===== src/rtl/buffer_arbiter.sv =====
// buffer_arbiter: burst-limited round-robin sharing of the sample buffer SRAM between host and engine.
// Define ARB_STALL_CNT_EN to add the stall_cycles counter output.
module buffer_arbiter #(
  parameter int ADDR_W    = 12,
  parameter int DATA_W    = 16,
  parameter int MAX_BURST = 16
) (
  input  logic              clock,
  input  logic              reset,
  input  logic              host_req,
  input  logic              host_we,
  input  logic [ADDR_W-1:0] host_addr,
  input  logic [DATA_W-1:0] host_wdata,
  output logic              host_gnt,
  output logic              host_rvalid,
  input  logic              engine_req,
  input  logic              engine_we,
  input  logic [ADDR_W-1:0] engine_addr,
  input  logic [DATA_W-1:0] engine_wdata,
  output logic              engine_gnt,
  output logic              engine_rvalid,
  input  logic              engine_lock,
  output logic              mem_en,
  output logic              mem_we,
  output logic [ADDR_W-1:0] mem_addr,
  output logic [DATA_W-1:0] mem_wdata,
  input  logic [DATA_W-1:0] mem_rdata,
  output logic [DATA_W-1:0] rdata
`ifdef ARB_STALL_CNT_EN
  ,
  output logic [15:0]       stall_cycles
`endif
);
  typedef enum logic [1:0] {IDLE, HOST, ENG} state_t;
  state_t state, next;
  logic last_eng, full, own_req, oth_req, pick_eng, acc, sel_we;
  logic t1_v, t1_e, t2_v, t2_e;
  logic [7:0] burst_cnt;
  // pick_eng names the candidate; a grant still requires that side's req
  always_comb begin
    own_req = state == HOST ? host_req : engine_req;
    oth_req = state == HOST ? engine_req : host_req;
    full = burst_cnt >= 8'(MAX_BURST);
    if (engine_lock && engine_req) pick_eng = 1'b1;
    else if (state == IDLE) pick_eng = engine_req && (!host_req || !last_eng);
    else pick_eng = (own_req && !(full && oth_req)) ? state == ENG : state == HOST;
    engine_gnt = !reset && engine_req && pick_eng;
    host_gnt = !reset && host_req && !pick_eng;
    acc = host_gnt || engine_gnt;
    sel_we = engine_gnt ? engine_we : host_we;
    next = engine_gnt ? ENG : host_gnt ? HOST : IDLE;
  end
  always_ff @(posedge clock) begin
    if (reset) begin
      state <= IDLE;
      last_eng <= 1'b0;
      burst_cnt <= '0;
      mem_en <= 1'b0;
      mem_we <= 1'b0;
      mem_addr <= '0;
      mem_wdata <= '0;
      t1_v <= 1'b0;
      t1_e <= 1'b0;
      t2_v <= 1'b0;
      t2_e <= 1'b0;
    end else begin
      state <= next;
      if (acc) last_eng <= engine_gnt;
      burst_cnt <= !acc ? 8'd0 : next != state ? 8'd1 : full ? burst_cnt : burst_cnt + 8'd1;
      mem_en <= acc;
      mem_we <= acc && sel_we;
      if (acc) begin
        mem_addr <= engine_gnt ? engine_addr : host_addr;
        mem_wdata <= engine_gnt ? engine_wdata : host_wdata;
      end
      // read tags travel with the access so returns stay ordered across owner switches
      t1_v <= acc && !sel_we;
      t1_e <= engine_gnt;
      t2_v <= t1_v;
      t2_e <= t1_e;
    end
  end
  assign host_rvalid = t2_v && !t2_e;
  assign engine_rvalid = t2_v && t2_e;
  assign rdata = mem_rdata;
`ifdef ARB_STALL_CNT_EN
  always_ff @(posedge clock) begin
    if (reset) stall_cycles <= '0;
    else if (((host_req && !host_gnt) || (engine_req && !engine_gnt)) && stall_cycles != 16'hFFFF)
      stall_cycles <= stall_cycles + 16'd1;
  end
`endif
endmodule


===== config.mk =====
export PLATFORM = sky130hd
export DESIGN_NAME = buffer_arbiter
export DESIGN_NICKNAME = d
export VERILOG_FILES = /design/src/rtl/buffer_arbiter.sv
export SDC_FILE = /design/constraint.sdc
export NUM_CORES = 1
export LEC_CHECK = 0
export ABC_AREA = 1
export BUFFER_PORTS_ARGS = -buffer_cell sky130_fd_sc_hd__buf_2
export CORE_UTILIZATION = 45
export DETAILED_ROUTE_END_ITERATION = 10
export PLACE_DENSITY = 0.84
export SYNTH_ARGS = -nofsm -noshare
export SYNTH_HDL_FRONTEND = slang
export SYNTH_SLANG_ARGS = --single-unit

===== constraint.sdc =====
create_clock -name clock -period 1.8 [get_ports clock]
set_clock_uncertainty 0.1 [all_clocks]
set_input_delay 0.36 -clock clock [delete_from_list [all_inputs] [get_ports clock]]
set_output_delay 0.36 -clock clock [all_outputs]
set_load 0.005 [all_outputs]

* Word-level counts from Yosys, hierarchy flattened
Index checks and enable logic that the tools add are counted.
Widths: inputs -> output; s select.
** Storage, ports and cells
- Word-level logic and storage cells :: 55
- Output and inout bits :: 50
- Register bits :: 45
- Input port bits :: 79
** Operators by class
- Reductions and logical operators :: 24
- Multiplexer cells :: 12
- Equality and inequality tests :: 4
- Order comparisons :: 1
- Bitwise logic cells :: 1
- $add $sub $neg :: 1
** Operators by type and width (number)
- $mux 16 :: 1
- $logic_and 1x1->1 :: 12
- $mux 12 :: 1
- $mux 1 :: 9
- $add 8x1->8 const B :: 1
- $ge 8x5->1 const B :: 1
- $logic_not 1->1 :: 7
- $reduce_or 3->1 :: 1
- $eq 2x1->1 const B :: 1
- $eq 2x2->1 const B :: 1
- $logic_not 2->1 :: 1
- $logic_or 1x1->1 :: 2
- $mux 2 :: 1
- $ne 2x1->1 const B :: 1
- $ne 2x2->1 :: 1
- $reduce_or 2->1 :: 1
- $not 1->1 :: 1

* Longest topological paths before layout
- Word-level depth :: 14
- Gate-level depth with buffers :: 13
- Gate-level depth less buffers :: 13

* Worst setup path after synthesis
No wires, ideal clock.
- Kind :: input to register
- Start point :: input port reset
- End point :: register mem_wdata[10]
- Path slack :: 160 ps
- Path buffers :: 3
- Data required time :: 1568 ps
- Library setup time :: 132 ps
- Data arrival time :: 1407 ps
- Stages on the path :: 7
- Cells stage by stage :: clkbuf_1 > nor2_1 > buf_4 > buf_4 > nand3_1 > nand3_1 > a21oi_1
** On the way
- Word-level cells in the longest chain between the ends :: 4
- Elaborated cells on any way between the ends :: 7
- Classes of those cells :: 1 x mux; 6 x reduce/logical
** Ends and longest elaborated chain
- start: declaration :: RTL line 9 : input logic reset,
- $logic_not 1->1 :: RTL line 47, 48
- $logic_and 1x1->1, on equally long branches (2 in a row) :: RTL line 47, 48
- $mux 16 or $logic_or 1x1->1 (tied branches) :: RTL line 74, 49
- end signal: assignment :: RTL line 74 : mem_wdata <= engine_gnt ? engine_wdata : host_wdata;
- end: declaration :: RTL line 26 : output logic [DATA_W-1:0] mem_wdata,
Several ways; a longest one is shown, not always the timed one.
A chain may end at the register's enable or synchronous reset.

* Final worst setup path
- Start point :: register burst_cnt[4]
- End point :: output port engine_gnt
** On the way
- Word-level cells in the longest chain between the ends :: 8
** Ends and longest elaborated chain
- start: declaration :: RTL line 38 : logic [7:0] burst_cnt;
- start signal: assignment :: RTL line 69 : burst_cnt <= !acc ? 8'd0 : next != state ? 8'd1 : full ? burst_cnt : burst_cnt + 8'd1;
- $ge 8x5->1 :: RTL line 43 : full = burst_cnt >= 8'(MAX_BURST);
- $logic_and 1x1->1 :: RTL line 46 : else pick_eng = (own_req && !(full && oth_req)) ? state == ENG : state == HOST;
- $logic_not 1->1 :: RTL line 46
- $logic_and 1x1->1 :: RTL line 46
- $mux 1 :: RTL line 46
- $mux 1 :: RTL line 45 : else if (state == IDLE) pick_eng = engine_req && (!host_req || !last_eng);
- $mux 1 :: RTL line 44 : if (engine_lock && engine_req) pick_eng = 1'b1;
- $logic_and 1x1->1 :: RTL line 47 : engine_gnt = !reset && engine_req && pick_eng;
- end: declaration :: RTL line 20 : output logic engine_gnt,
No other way between the ends.

==> results.txt <==
Synth area leader = dfxtp_1
Critical Path Fanout Max = 3
final core utilization = 60.84%
final layout net count = 518
initial antenna violation count = 0
DR WL/cell = 11.92 um
Avg Inst Size Synth = 6.944 um^2
clock group share of total power = 27.4%
Final Cycle Share = 105.9%
Slew Viols, Final = 0
worst-margin pin slew = 0.4080 ns
commonest register cell after synthesis = dfxtp_1
Worst Setup EP = engine_gnt
top post-synthesis cells by area = dfxtp_1 36%, nand3_1 12%, inv_1 12%
Total Wirelength = 6053 um
share of Yosys cell area claimed by the top area cell type = 36.14%
fill count = 467
Die Wd = 75.60 um
Worst Path Required = 1.34 ns
Flop pwr share = 47.1%
post-layout minimum cycle time = 1.906 ns
CP Class = reg -> out
net switching power = 0.0006750 W
share of layout cells above drive strength 1 = 38.13%
vias per cell = 4.748
H-tree depth = 2
Starting Density = 47.12%
Worst slew margin = 72.80%
vias post-DR = 2412
area delta synth->final = 29.11%
cell area after synthesis = 0.002437 mm^2
Synth Area in Compound Gates = 8.316%
status = complete, but fails checks
worst setup path startpoint = burst_cnt[4]
CTS Sinks = 44
clk buf depth = 2
n_diodes = 0
clk_lat worst skew = 0.29 ns
RePlAce Congestion = 0.7912
leakage = 1.701 nW
FFs w/ async S/R, synth = 0%
warnings from Yosys = 0
worst reg-to-reg setup slack = -0.07 ns
total track usage = 20.32%
row count = 26
count of final hold-check violations = 0
largest family of logic cells by synthesized area = simple AND/OR/NAND/NOR gates
number of enable flip-flop cells after synthesis = 0
Port Buf Inserts = 96
synth unique cells = 25
Seq cells post-synth = 44
post-DP HPWL = 4034 um
design area = 0.003147 mm^2
Boundary Pins = 129
fraction of the mapped netlist area in adder cells = 1.027%
mux cell area share after synthesis = 0%
slack of the critical path = -0.1058 ns
element type at the critical path start = flop
Final Non-Filler Cells = 508
worst vdd ir = 0.0004412 V
Synthesized Nets = 432
Core ar. = 0.005172 mm^2
CTS tree = done
Post-synth top cells = 75 x inv_1, 61 x nand2_1, 60 x nand3_1
Clock transition at path regs = 0.08 ns
WP data arrival = 1.45 ns
placed cell count = 493
R2R Path Start = burst_cnt[4]
first drt pass iteration count = 4
post-synthesis sequential area ratio = 36.14%
Sw Share = 29.52%
drt drc = 0
xor and xnor area share after synthesis = 1.078%
Register-to-Register Path Depth = 14
Final Setup Violations = 37
die height = 75.60 um
first-pass GRT wire length = 8687 um
failing checks = setup timing
Comb pwr share = 25.5%
Synth Area in Simple Gates = 31.67%
largest net degree at the start of global routing = 31
RSZ-0062 raised after global routing = true
pwr dens = 726.6 mW/mm^2
CP endpoint kind = primary output
remaining global-route overflow = 0
most common cell in the synthesized netlist = inv_1
clock root buffer = clkbuf_8
vias in the first global route = 1982
First DRT Iteration DRCs = 119
Pint = 0.001611 W
Die Area = 0.005715 mm^2
CTS buffer count = 5
Final ANT Viol Nets = 0
Fmax = 524.7 MHz
R2R Path End = mem_wdata[13]
Synth Instances = 351
Hold WC Path Type = in -> reg
Post-DP Area = 0.002858 mm^2
max_cap viols = 0
==> per-layer routing <==
layer	GRT usage [%]	vias to the layer above	part of all wire (%)
met2	34.52	88	50
met5	0	-	0
met3	5.159	6	4.8
li1	-	1225	-
met1	25.25	1093	45
met4	6.584	0	0.93
==> per-stage QoR <==
stage	setup slack [ns]	hold slack (ns)	power, W	TNS, ns
2_1_floorplan	0.1603	0.2883	0.001443	0
3_3_place_gp	0.02071	0.2916	0.001578	0
3_5_place_dp	-0.06867	0.2980	0.001593	-0.2956
4_1_cts	-0.1076	0.2194	0.002233	-0.2159
5_1_grt	-0.1993	0.2576	0.002416	-5.142
6_report	-0.1058	0.2248	0.002286	-1.513
==> power by group through the flow <==
| stage | clock network (W) | registers, W | logic [W] |
|---|---|---|---|
| 2_1_floorplan | 0 | 0.00110 | 0.000344 |
| 3_3_place_gp | 0 | 0.00110 | 0.000481 |
| 3_5_place_dp | 0 | 0.00110 | 0.000496 |
| 4_1_cts | 0.000639 | 0.00108 | 0.000518 |
| 5_1_grt | 0.000687 | 0.00108 | 0.000646 |
| 6_report | 0.000627 | 0.00108 | 0.000583 |
==> worst min path at each step <==
stage | startpoint | to | slack (ns) | depth (start not counted)
floorplan | t1_v | t2_v | 0.29 | 2
global placement | t1_v | t2_v | 0.29 | 2
detailed placement | t1_v | t2_v | 0.30 | 2
CTS | engine_we | t1_v | 0.22 | 4
global route | reset | last_eng | 0.26 | 2
finish | engine_we | t1_v | 0.22 | 4
==> area by class of cell <==
cell class	count	area, um^2	area share, %
multi-input cells	196	1086	34.51
flip-flops and latches	44	884.6	28.11
repair buffers	114	703.2	22.35
inverters	76	292.8	9.304
well taps	70	87.58	2.783
clock buffers	6	82.58	2.624
clock inverters	2	10.01	0.3181
==> state kept, by name (all words and copies together) (netlist names) <==
| signal | count |
|---|---|
| mem_en | 1 |
| state | 2 |
| t2_e | 1 |
| t2_v | 1 |
| t1_v | 1 |
| burst_cnt | 8 |
| mem_wdata | 16 |
| mem_addr | 12 |
| mem_we | 1 |
| last_eng | 1 |
==> timing repair <==
item	CTS	global route
setup endpoints to repair	6	39
resized for setup	13	17
hold buffers	0	0
gates cloned	0	4
pin swaps	5	3
setup buffers	3	0
==> cell usage in the layout (no fill, tap or decap), types with 4 or more instances in the layout <==
cell      netlist  final
buf_2           4     95
inv_1          75     74
nand2_1        61     60
nand3_1        60     59
dfxtp_1        44     41
a21oi_1        20     16
a21oi_2        10     14
nand2_2        12     12
nor2_1         14     11
buf_4          23      9
clkbuf_8        0      6
buf_6           3      4
==> critical path, cell delays in order, from the launching register on <==
cell	delay, ns
dfxtp_2	0.34
nor2_4	0.14
nand3_2	0.08
nand2_1	0.06
nand2_1	0.06
nand2_2	0.08
nand2_4	0.08
nand2_4	0.10
nand2_8	0.06
inv_4	0.07
buf_6	0.08
==> cell families after synthesis <==
group	Yosys count
and+or+nand+nor	158
buffers and inverters	111
DFF	44
AOI/OAI and AO/OA	33
xor gates and xnor gates	3
adders and majority gates	2
(Power assumes the default switching activity.)
